==> src/rtl/attack_sequencer.sv <==
// Per-player attack sequencer: converts button presses into timed startup/active/recovery
// phases, handles hit-stun, and emits a one-cycle damage strobe per landed strike.
module attack_sequencer #(
  parameter int LIGHT_STARTUP  = 3,
  parameter int LIGHT_ACTIVE   = 2,
  parameter int LIGHT_RECOVERY = 6,
  parameter int HEAVY_STARTUP  = 6,
  parameter int HEAVY_ACTIVE   = 3,
  parameter int HEAVY_RECOVERY = 12,
  parameter int HITSTUN        = 10,
  parameter int CNT_W          = 5
) (
  input  logic       clk,
  input  logic       reset,
  input  logic       frame_tick,
  input  logic       btn_light,
  input  logic       btn_heavy,
  input  logic       in_range,
  input  logic       hit_taken,
  input  logic [2:0] game_state,
  output logic [1:0] attack_state,
  output logic [2:0] phase,
  output logic       is_heavy,
  output logic       busy
);

  // state     | meaning
  // S_IDLE    | no attack, waiting for a press or buffered press
  // S_STARTUP | wind-up before the hit window
  // S_ACTIVE  | hit window, at most one strike
  // S_RECOVERY| cool-down, presses are buffered
  // S_STUN    | hit-stun after taking damage
  typedef enum logic [2:0] {
    S_IDLE     = 3'd0,
    S_STARTUP  = 3'd1,
    S_ACTIVE   = 3'd2,
    S_RECOVERY = 3'd3,
    S_STUN     = 3'd4
  } state_t;

  state_t           state_q, state_d;
  logic [CNT_W-1:0] cnt_q, cnt_d;
  logic [CNT_W-1:0] len_m1;
  logic             is_heavy_q, is_heavy_d;
  logic             buf_valid_q, buf_valid_d;
  logic             buf_heavy_q, buf_heavy_d;
  logic             strike_done_q, strike_done_d;
  logic [1:0]       attack_q, attack_d;
  logic             busy_q, busy_d;
  logic             prev_light_q, prev_heavy_q;
  logic             light_edge, heavy_edge, press;

  assign light_edge = btn_light & ~prev_light_q;
  assign heavy_edge = btn_heavy & ~prev_heavy_q;
  assign press      = light_edge | heavy_edge;

  always_comb begin
    len_m1 = '0;
    case (state_q)
      S_STARTUP:  len_m1 = is_heavy_q ? CNT_W'(HEAVY_STARTUP - 1)  : CNT_W'(LIGHT_STARTUP - 1);
      S_ACTIVE:   len_m1 = is_heavy_q ? CNT_W'(HEAVY_ACTIVE - 1)   : CNT_W'(LIGHT_ACTIVE - 1);
      S_RECOVERY: len_m1 = is_heavy_q ? CNT_W'(HEAVY_RECOVERY - 1) : CNT_W'(LIGHT_RECOVERY - 1);
      S_STUN:     len_m1 = CNT_W'(HITSTUN - 1);
      default:    len_m1 = '0;
    endcase
  end

  always_comb begin
    state_d       = state_q;
    cnt_d         = cnt_q;
    is_heavy_d    = is_heavy_q;
    buf_valid_d   = buf_valid_q;
    buf_heavy_d   = buf_heavy_q;
    strike_done_d = strike_done_q;
    attack_d      = 2'b00;

    if (game_state != 3'b000) begin
      state_d       = S_IDLE;
      cnt_d         = '0;
      is_heavy_d    = 1'b0;
      buf_valid_d   = 1'b0;
      buf_heavy_d   = 1'b0;
      strike_done_d = 1'b0;
    end else if (hit_taken) begin
      state_d     = S_STUN;
      cnt_d       = '0;
      buf_valid_d = 1'b0;
      buf_heavy_d = 1'b0;
    end else begin
      case (state_q)
        S_IDLE: begin
          // A buffered press beats a fresh edge; a same-clk frame_tick is not counted.
          if (buf_valid_q) begin
            state_d     = S_STARTUP;
            cnt_d       = '0;
            is_heavy_d  = buf_heavy_q;
            buf_valid_d = 1'b0;
            buf_heavy_d = 1'b0;
          end else if (press) begin
            state_d    = S_STARTUP;
            cnt_d      = '0;
            is_heavy_d = heavy_edge;
          end
        end
        S_STARTUP, S_ACTIVE, S_RECOVERY, S_STUN: begin
          if (frame_tick) begin
            if (cnt_q == len_m1) begin
              cnt_d = '0;
              case (state_q)
                S_STARTUP: state_d = S_ACTIVE;
                S_ACTIVE:  state_d = S_RECOVERY;
                default:   state_d = S_IDLE;
              endcase
            end else begin
              cnt_d = cnt_q + 1'b1;
            end
          end
          if (state_q == S_ACTIVE && in_range && !strike_done_q) begin
            attack_d      = is_heavy_q ? 2'b10 : 2'b01;
            strike_done_d = 1'b1;
          end
          if (state_q == S_RECOVERY && press) begin
            buf_valid_d = 1'b1;
            buf_heavy_d = heavy_edge | (buf_valid_q & buf_heavy_q);
          end
        end
        default: begin
          state_d = S_IDLE;
          cnt_d   = '0;
        end
      endcase
      if (state_d == S_ACTIVE && state_q != S_ACTIVE) strike_done_d = 1'b0;
    end

    busy_d = (state_d != S_IDLE);
  end

  always_ff @(posedge clk) begin
    if (reset) begin
      state_q       <= S_IDLE;
      cnt_q         <= '0;
      is_heavy_q    <= 1'b0;
      buf_valid_q   <= 1'b0;
      buf_heavy_q   <= 1'b0;
      strike_done_q <= 1'b0;
      attack_q      <= 2'b00;
      busy_q        <= 1'b0;
      prev_light_q  <= 1'b0;
      prev_heavy_q  <= 1'b0;
    end else begin
      state_q       <= state_d;
      cnt_q         <= cnt_d;
      is_heavy_q    <= is_heavy_d;
      buf_valid_q   <= buf_valid_d;
      buf_heavy_q   <= buf_heavy_d;
      strike_done_q <= strike_done_d;
      attack_q      <= attack_d;
      busy_q        <= busy_d;
      prev_light_q  <= btn_light;
      prev_heavy_q  <= btn_heavy;
    end
  end

  assign attack_state = attack_q;
  assign phase        = state_q;
  assign is_heavy     = is_heavy_q;
  assign busy         = busy_q;

endmodule

==> config.mk <==
export PLATFORM = sky130hd
export DESIGN_NAME = attack_sequencer
export DESIGN_NICKNAME = d
export VERILOG_FILES = /design/src/rtl/attack_sequencer.sv
export SDC_FILE = /design/constraint.sdc
export NUM_CORES = 1
export LEC_CHECK = 0
export ABC_AREA = 1
export CAP_MARGIN = 25
export CORE_AREA = 2 2 79 51
export CTS_CLUSTER_DIAMETER = 80
export DETAILED_ROUTE_END_ITERATION = 8
export DIE_AREA = 0 0 81 53
export GPL_TIMING_DRIVEN = 0
export PLACE_DENSITY = 0.44
export SLEW_MARGIN = 20
export SYNTH_ARGS = -nofsm -noshare
export SYNTH_HDL_FRONTEND = slang
export SYNTH_SLANG_ARGS = --single-unit
==> constraint.sdc <==
create_clock -name clk -period 2 [get_ports clk]
set_input_delay 0.2 -clock clk [delete_from_list [all_inputs] [get_ports clk]]
set_output_delay 0.2 -clock clk [all_outputs]
set_load 0.005 [all_outputs]
==> reports/summary.txt, run 1 <==
========================================================================================
Result of the run                                                              completed
Cell at the root of the clock tree                                          sky130_fd_sc_hd__clkbuf_8
Die Outline Area                                                               4290 um^2
Portion of netlist area occupied by mux cells                                         0%
Total setup violations reported at the end of the flow                                 0
Post-synthesis net count                                                             154
Element type at the critical path start                                        input pin
RSZ-0062 raised after global routing                                                  no
Worst setup slack after layout                                                  0.144 ns
MaxCap Viol Count                                                                      0
Total gr overflow                                                                      0
Synthesized-area fraction occupied by ao, oa, aoi and oai cells                    14.3%
Depth of the most critical reg-to-reg path                                             9
Area Overhead vs Synth                                                             29.6%
Number of rows in the core area                                                       17
Number of library cell types mapped by synthesis                                      26
Total power divided by cell area                                             536 nW/um^2
Fraction of registers with async set/reset                                            0%
Adder-cell share of the synthesized area                                           1.29%
First element of the critical path                                          game_state[1]
TritonCTS Buffers                                                                      3
Worst-case hold slack                                                           0.472 ns
Average cell area after synthesis                                              6.77 um^2
Initial cell density of the core                                                   27.4%
Final clock period utilization by the worst path                                   92.8%
Synthesis-stage register bit count                                                    17
Cell count of the worst hold path                                                      2
Yosys synthesis warning count                                                          0
Clock-pin slew on the worst setup and hold paths                                 0.06 ns
Proportion of layout cells with a drive suffix above 1                             17.1%
Post-detailed-route via-to-cell ratio                                               4.45
Synth Instances                                                                      143
Maximum frequency from static timing analysis                                  0.539 GHz
Final period demand of the worst path                                            1.86 ns
Crit Path Category                                                                in2reg
Overall fraction of global-route tracks in use                                     13.7%
Pre-CTS WS                                                                     -0.211 ns
Clock latency reported for the late side of the worst-skew pair                  0.25 ns
Number of nets with antenna violations after detailed routing                          0
Detailed placer's ending HPWL                                                    1.97 mm
First-pass GRT wire length                                                       4.28 mm
Syn Std Cell Area                                                               968 um^2
Top library cells by usage in the layout, fill and taps aside               sky130_fd_sc_hd__nand2_1 (32), sky130_fd_sc_hd__inv_1 (16), sky130_fd_sc_hd__clkdlybuf4s50_1 (16)
Commonest non-fill, non-tap cell in the layout                              sky130_fd_sc_hd__nand2_1
TritonCTS clock tree                                                               built
Worst Clk Skew                                                               0.000804 ns
Layout net count                                                                     176
Xor-xnor portion of the synthesized cell area                                      2.71%
Post-synth EDFFs                                                                       0
Worst min-delay path startpoint                                             cnt_q[4]$_SDFFE_PP0P_
Number of global-route vias before repair                                            880
Number of inserted diodes                                                              0
Critical-path maximum fanout                                                           9
Total wire length                                                                2.47 mm
Die height                                                                         53 um
Actual transition at the worst max-transition pin                               0.482 ns
LEAKAGE                                                                         0.508 nW
Overall power consumption                                                       0.673 mW
Die X                                                                              81 um
Via Count                                                                            940
Top FF cell, synth                                                          sky130_fd_sc_hd__dfxtp_1
Final core utilization                                                             35.5%
Required @ worst endpoint                                                        2.18 ns
Worst path arrival time                                                          2.04 ns
Critical path endpoint category                                                flip-flop
Initial DRC count                                                                     39
Register area share after synthesis                                                35.1%
Simple-gate area share of the yosys netlist                                        37.2%
Maximum number of pins on one net before global-route repair                          10
Buffers on Ports                                                                      16
Final Hold Viols                                                                       0
Number of antenna violations at the first check in global routing                      0
Class of the tightest hold or removal check                                      reg2reg
Worst supply voltage drop on vdd                                              0.000277 V
Number of top-level pins                                                              17
Sinks on the clock net                                                                17
Setup TNS                                                                           0 ns
Maximum clock path buffer count                                                        2
Weighted congestion at the end of routability-driven global placement              0.854
Dominant cell type by area after synthesis                                  sky130_fd_sc_hd__dfxtp_1
Routed length per placed instance                                                11.7 um
Largest cells by area after synthesis                                       sky130_fd_sc_hd__dfxtp_1 (35%), sky130_fd_sc_hd__nand2_1 (12%), sky130_fd_sc_hd__inv_1 (6.2%), sky130_fd_sc_hd__nor2_1 (5.8%), sky130_fd_sc_hd__nand3_1 (5.7%)
CTS HTree Levels                                                                       1
Dominant combinational cell family by area after synthesis                  simple AND/OR/NAND/NOR gates
Critical register-to-register path startpoint                               phase[1]$_SDFF_PP0_
Share of the synthesized area in the top cell type                                 35.1%
Core area                                                                      3530 um^2
Number of search-and-repair iterations in the first detailed-routing pass              4
Max-slew violation count                                                               0
Slew headroom                                                                      67.8%
Residual DRC                                                                           0
========================================================================================
-- synth_stat cells, types with 2 or more instances --
library cell and number:
sky130_fd_sc_hd__a21oi_1 10, sky130_fd_sc_hd__dfxtp_1 17, sky130_fd_sc_hd__inv_1 16, sky130_fd_sc_hd__inv_2 7, sky130_fd_sc_hd__nand2_1 32, sky130_fd_sc_hd__nand2_2 2, sky130_fd_sc_hd__nand3_1 11, sky130_fd_sc_hd__nand3_2 2
sky130_fd_sc_hd__nand4_1 5, sky130_fd_sc_hd__nor2_1 15, sky130_fd_sc_hd__nor2_2 3, sky130_fd_sc_hd__nor2_4 2, sky130_fd_sc_hd__nor3_1 2, sky130_fd_sc_hd__o21ai_0 4, sky130_fd_sc_hd__o21ai_1 2, sky130_fd_sc_hd__xor2_1 3
-- per-stage QoR --
stage	instance area (um^2)	instances
final	1250	211
after global routing	1250	211
after CTS	1230	210
after detailed placement	1190	206
after global placement	1190	206
after floorplan	968	143
-- registers in the layout, summed over array words and instances, names as in the netlist --
register       count
attack_state       2
buf_heavy_q        1
buf_valid_q        1
busy               1
cnt_q              5
is_heavy           1
phase              3
prev_heavy_q       1
prev_light_q       1
strike_done_q      1
-- cell type report --
class	instances	area (um^2)
Fill cell	378	2280
Timing Repair Buffer	17	168
Inverter	24	93.8
Clock buffer	4	45.0
Tap cell	47	58.8
Multi-Input combinational cell	102	546
Sequential cell	17	344
-- critical path, stage by stage --
cell                              delay (ns)
sky130_fd_sc_hd__clkdlybuf4s50_1        0.40
sky130_fd_sc_hd__nor3_1                 0.18
sky130_fd_sc_hd__inv_1                  0.05
sky130_fd_sc_hd__nor2_1                 0.25
sky130_fd_sc_hd__inv_1                  0.09
sky130_fd_sc_hd__nor2_1                 0.39
sky130_fd_sc_hd__clkinvlp_4             0.15
sky130_fd_sc_hd__buf_4                  0.20
sky130_fd_sc_hd__a21oi_1                0.13
-- routing by layer --
metal | share of wire (%) | GRT usage [%] | vias to the layer above
li1 | - | - | 508
met3 | 3.9 | 4.95 | 2
met5 | 0 | 0 | -
met4 | 0.28 | 2.54 | 0
met2 | 36 | 17.5 | 12
met1 | 60 | 21.1 | 418
-- final timing paths --
path | endpoint | slack [ns]
worst max register to register | cnt_q[4]$_SDFFE_PP0P_ | 0.18
worst max-delay path | cnt_q[4]$_SDFFE_PP0P_ | 0.14
worst min-delay path | cnt_q[4]$_SDFFE_PP0P_ | 0.47
worst min register to register | cnt_q[4]$_SDFFE_PP0P_ | 0.47
-- where the power goes --
group	total (mW)	internal (mW)	switching, mW
Combinational	0.0719	0.0326	0.0393
Clock	0.256	0.141	0.115
Sequential	0.345	0.342	0.00239
-- what timing repair did --
item | CTS | global route
endpoints found under the setup margin | 0 | 10
hold buffers | 0 | 0
setup buffers | 0 | 1
resized for setup | 0 | 5
-- cells by family (layout without fill, tap and decap cells) --
| group | count (synthesis) | in the layout |
|---|---|---|
| fa+ha+maj | 1 | 1 |
| buf+inv | 24 | 45 |
| compound gates | 22 | 22 |
| xor+xnor | 3 | 3 |
| flops | 17 | 17 |
| simple gates | 76 | 76 |
Note: power is estimated with default switching activity, not from simulation.
==> inputs of run 2 (changes only) <==
--- a/config.mk
+++ b/config.mk
@@ -12,8 +12,8 @@
 export DETAILED_ROUTE_END_ITERATION = 8
 export DIE_AREA = 0 0 81 53
 export GPL_TIMING_DRIVEN = 0
-export PLACE_DENSITY = 0.44
 export SLEW_MARGIN = 20
 export SYNTH_ARGS = -nofsm -noshare
 export SYNTH_HDL_FRONTEND = slang
 export SYNTH_SLANG_ARGS = --single-unit
+export TNS_END_PERCENT = 100
==> run 2 against run 1 <==
- cell count decreased by 0.47%
- hold slack is essentially flat
- die area unchanged
==> reports/summary.txt, run 2 (same netlist as run 1, synthesis figures left out) <==
========================================================================================
Result of the run                                                              completed
Via Count                                                                            937   -0.32%
Slew headroom                                                                      73.2%   +5.4 points
Worst path arrival time                                                          1.98 ns   -0.06 ns
Maximum number of pins on one net before global-route repair                          10   unchanged
Total power divided by cell area                                             540 nW/um^2   +0.77%
Non-Filler Instances                                                                 210   -0.47%
Critical-path maximum fanout                                                           7   -2
Top library cells by usage in the layout, fill and taps aside               sky130_fd_sc_hd__nand2_1 (32), sky130_fd_sc_hd__inv_1 (16), sky130_fd_sc_hd__clkdlybuf4s50_1 (16)
Total setup violations reported at the end of the flow                                 0   unchanged
Class of the tightest hold or removal check                                      reg2reg
Switching Share                                                                    23.2%   -0.038 points
Actual transition at the worst max-transition pin                               0.401 ns   -0.0811 ns
Max-slew violation count                                                               0   unchanged
Clock latency reported for the late side of the worst-skew pair                  0.25 ns   about the same
Number of nets with antenna violations after detailed routing                          0   unchanged
Worst-case hold slack                                                           0.472 ns   +0.000305 ns
Cell mode on critical path                                                  sky130_fd_sc_hd__nand2_1
Overall fraction of global-route tracks in use                                     12.7%   -1.0 points
Post-placement cell count                                                            206   unchanged
Commonest non-fill, non-tap cell in the layout                              sky130_fd_sc_hd__nand2_1
Die height                                                                         53 um   unchanged
First-pass GRT wire length                                                       4.02 mm   -6.3%
Layout net count                                                                     175   -0.57%
Cell chain of the critical path                                             nor2_2 > nand2_2 > nand2_1 > inv_2 > nand3_1 > nand2_1 > nand2_1 > nor2_4 > nand3_2 > nand2_1 > nand3_1 > nor2_1 > a21oi_1
Residual DRC                                                                           0   unchanged
Number of top-level pins                                                              17   unchanged
Detailed placer's ending HPWL                                                    1.88 mm   -4.4%
Maximum frequency from static timing analysis                                  0.543 GHz   +0.88%
Cell count of the worst hold path                                                      2   unchanged
CP max stage cell                                                           sky130_fd_sc_hd__dfxtp_1
Clock-pin slew on the worst setup and hold paths                                 0.07 ns   about the same
Sinks on the clock net                                                                17   unchanged
Largest stage delay, worst path                                                  0.49 ns   +0.09 ns
Number of inserted diodes                                                              0   unchanged
Element type at the critical path start                                        flip-flop
Worst Clk Skew                                                                0.00577 ns   +0.00496 ns
Depth of the most critical reg-to-reg path                                            13   +4
Final Hold Viols                                                                       0   unchanged
Number of global-route vias before repair                                            821   -6.7%
Register bank with the most flops                                                  cnt_q
Overall power consumption                                                       0.672 mW   -0.13%
Crit Path Category                                                               reg2reg
Clock Power Share                                                                  38.1%   about the same
Switching power summed over all nets                                            0.156 mW   -0.30%
Die X                                                                              81 um   unchanged
Cell internal pwr                                                               0.516 mW   about the same
Hold buffer count at cts                                                               0   unchanged
Total gr overflow                                                                      0   unchanged
Design Area, Final                                                             1240 um^2   -0.90%
Flip-flop count of the largest register, all copies and words added                    5   unchanged
MaxCap Viol Count                                                                      0   unchanged
Required @ worst endpoint                                                        2.14 ns   -0.04 ns
LEAKAGE                                                                         0.505 nW   -0.69%
Final period demand of the worst path                                            1.84 ns   -0.0161 ns
RSZ-0062 raised after global routing                                                  no
Initial cell density of the core                                                   27.4%   unchanged
Number of search-and-repair iterations in the first detailed-routing pass              4   unchanged
Number of inserted filler cells in the final layout                                  408   +7.9%
CTS HTree Levels                                                                       1   unchanged
Final core utilization                                                             35.2%   -0.32 points
Die Outline Area                                                               4290 um^2   unchanged
Proportion of layout cells with a drive suffix above 1                             16.6%   -0.51 points
Number of rows in the core area                                                       17   unchanged
TritonCTS Buffers                                                                      3   unchanged
Final clock period utilization by the worst path                                   92.0%   -0.81 points
Critical path endpoint category                                                flip-flop
Maximum clock path buffer count                                                        2   unchanged
TritonCTS clock tree                                                               built
Area Overhead vs Synth                                                             28.4%
Comb pwr share                                                                     10.6%   about the same
Cell at the root of the clock tree                                          sky130_fd_sc_hd__clkbuf_8
Total wire length                                                                2.44 mm   -1.1%
Post-detailed-route via-to-cell ratio                                               4.46   +0.16%
Share of power burned in registers                                                 51.3%   about the same
Routed length per placed instance                                                11.6 um   -0.58%
Core area                                                                      3530 um^2   unchanged
Weighted congestion at the end of routability-driven global placement              0.846   -0.88%
Buffers on Ports                                                                      16   unchanged
Number of antenna violations at the first check in global routing                      0   unchanged
Placed cell area                                                               1190 um^2   unchanged
Initial DRC count                                                                     70   +79%
Worst supply voltage drop on vdd                                              0.000300 V   +8.4%
========================================================================================
run 2: per-stage QoR:
stage	worst slack (ns)	TNS, ns
6_report	0.160	0
5_1_grt	0.0108	0
4_1_cts	0.0707	0
3_5_place_dp	-0.201	-1.65
3_3_place_gp	-0.213	-1.75
2_1_floorplan	0.439	0
run 2: what timing repair did:
item                                    4_1_cts  5_1_grt
gates resized for setup                       0        5
endpoints found under the hold margin         0        0
setup buffers                                 0        0
endpoints found under the setup margin        0       10
run 2: final timing paths:
kind / start / endpoint / slack, ns
setup / recovery: phase[0]$_SDFF_PP0_ / strike_done_q$_SDFFE_PP0P_ / 0.16
hold reg to reg: cnt_q[4]$_SDFFE_PP0P_ / cnt_q[4]$_SDFFE_PP0P_ / 0.47
setup reg to reg: phase[0]$_SDFF_PP0_ / strike_done_q$_SDFFE_PP0P_ / 0.16
hold / removal: cnt_q[4]$_SDFFE_PP0P_ / cnt_q[4]$_SDFFE_PP0P_ / 0.47
run 2: metal layers:
| metal | vias up | GRT usage [%] | share of wire [%] |
|---|---|---|---|
| met2 | 18 | 16.7 | 35 |
| met4 | 0 | 2.54 | 0.53 |
| met5 | - | 0 | 0 |
| met3 | 2 | 4.78 | 5.9 |
| li1 | 500 | - | - |
| met1 | 417 | 19.0 | 59 |
run 2: layout make-up:
type	count	area, um^2	area share, %
multi-input cells	102	546	43.9
flip-flops and latches	17	344	27.7
repair buffers	16	160	12.9
inverters	24	90.1	7.24
well taps	47	58.8	4.73
clock buffers	4	45.0	3.62
run 2: critical path, delay by kind of cell (launching register included):
kind / cells / cell delay [ns]
compound gates: 1 / 0.07
buf+inv: 1 / 0.05
flops: 1 / 0.49
simple gates: 11 / 1.11
run 2: power groups by stage:
| stage | Combinational [mW] | Sequential, mW | Clock (mW) |
|---|---|---|---|
| 5_1_grt | 0.0790 | 0.345 | 0.282 |
| 6_report | 0.0710 | 0.345 | 0.256 |
| 3_5_place_dp | 0.0689 | 0.352 | 0 |
| 2_1_floorplan | 0.0368 | 0.352 | 0 |
| 4_1_cts | 0.0694 | 0.345 | 0.270 |
| 3_3_place_gp | 0.0690 | 0.352 | 0 |
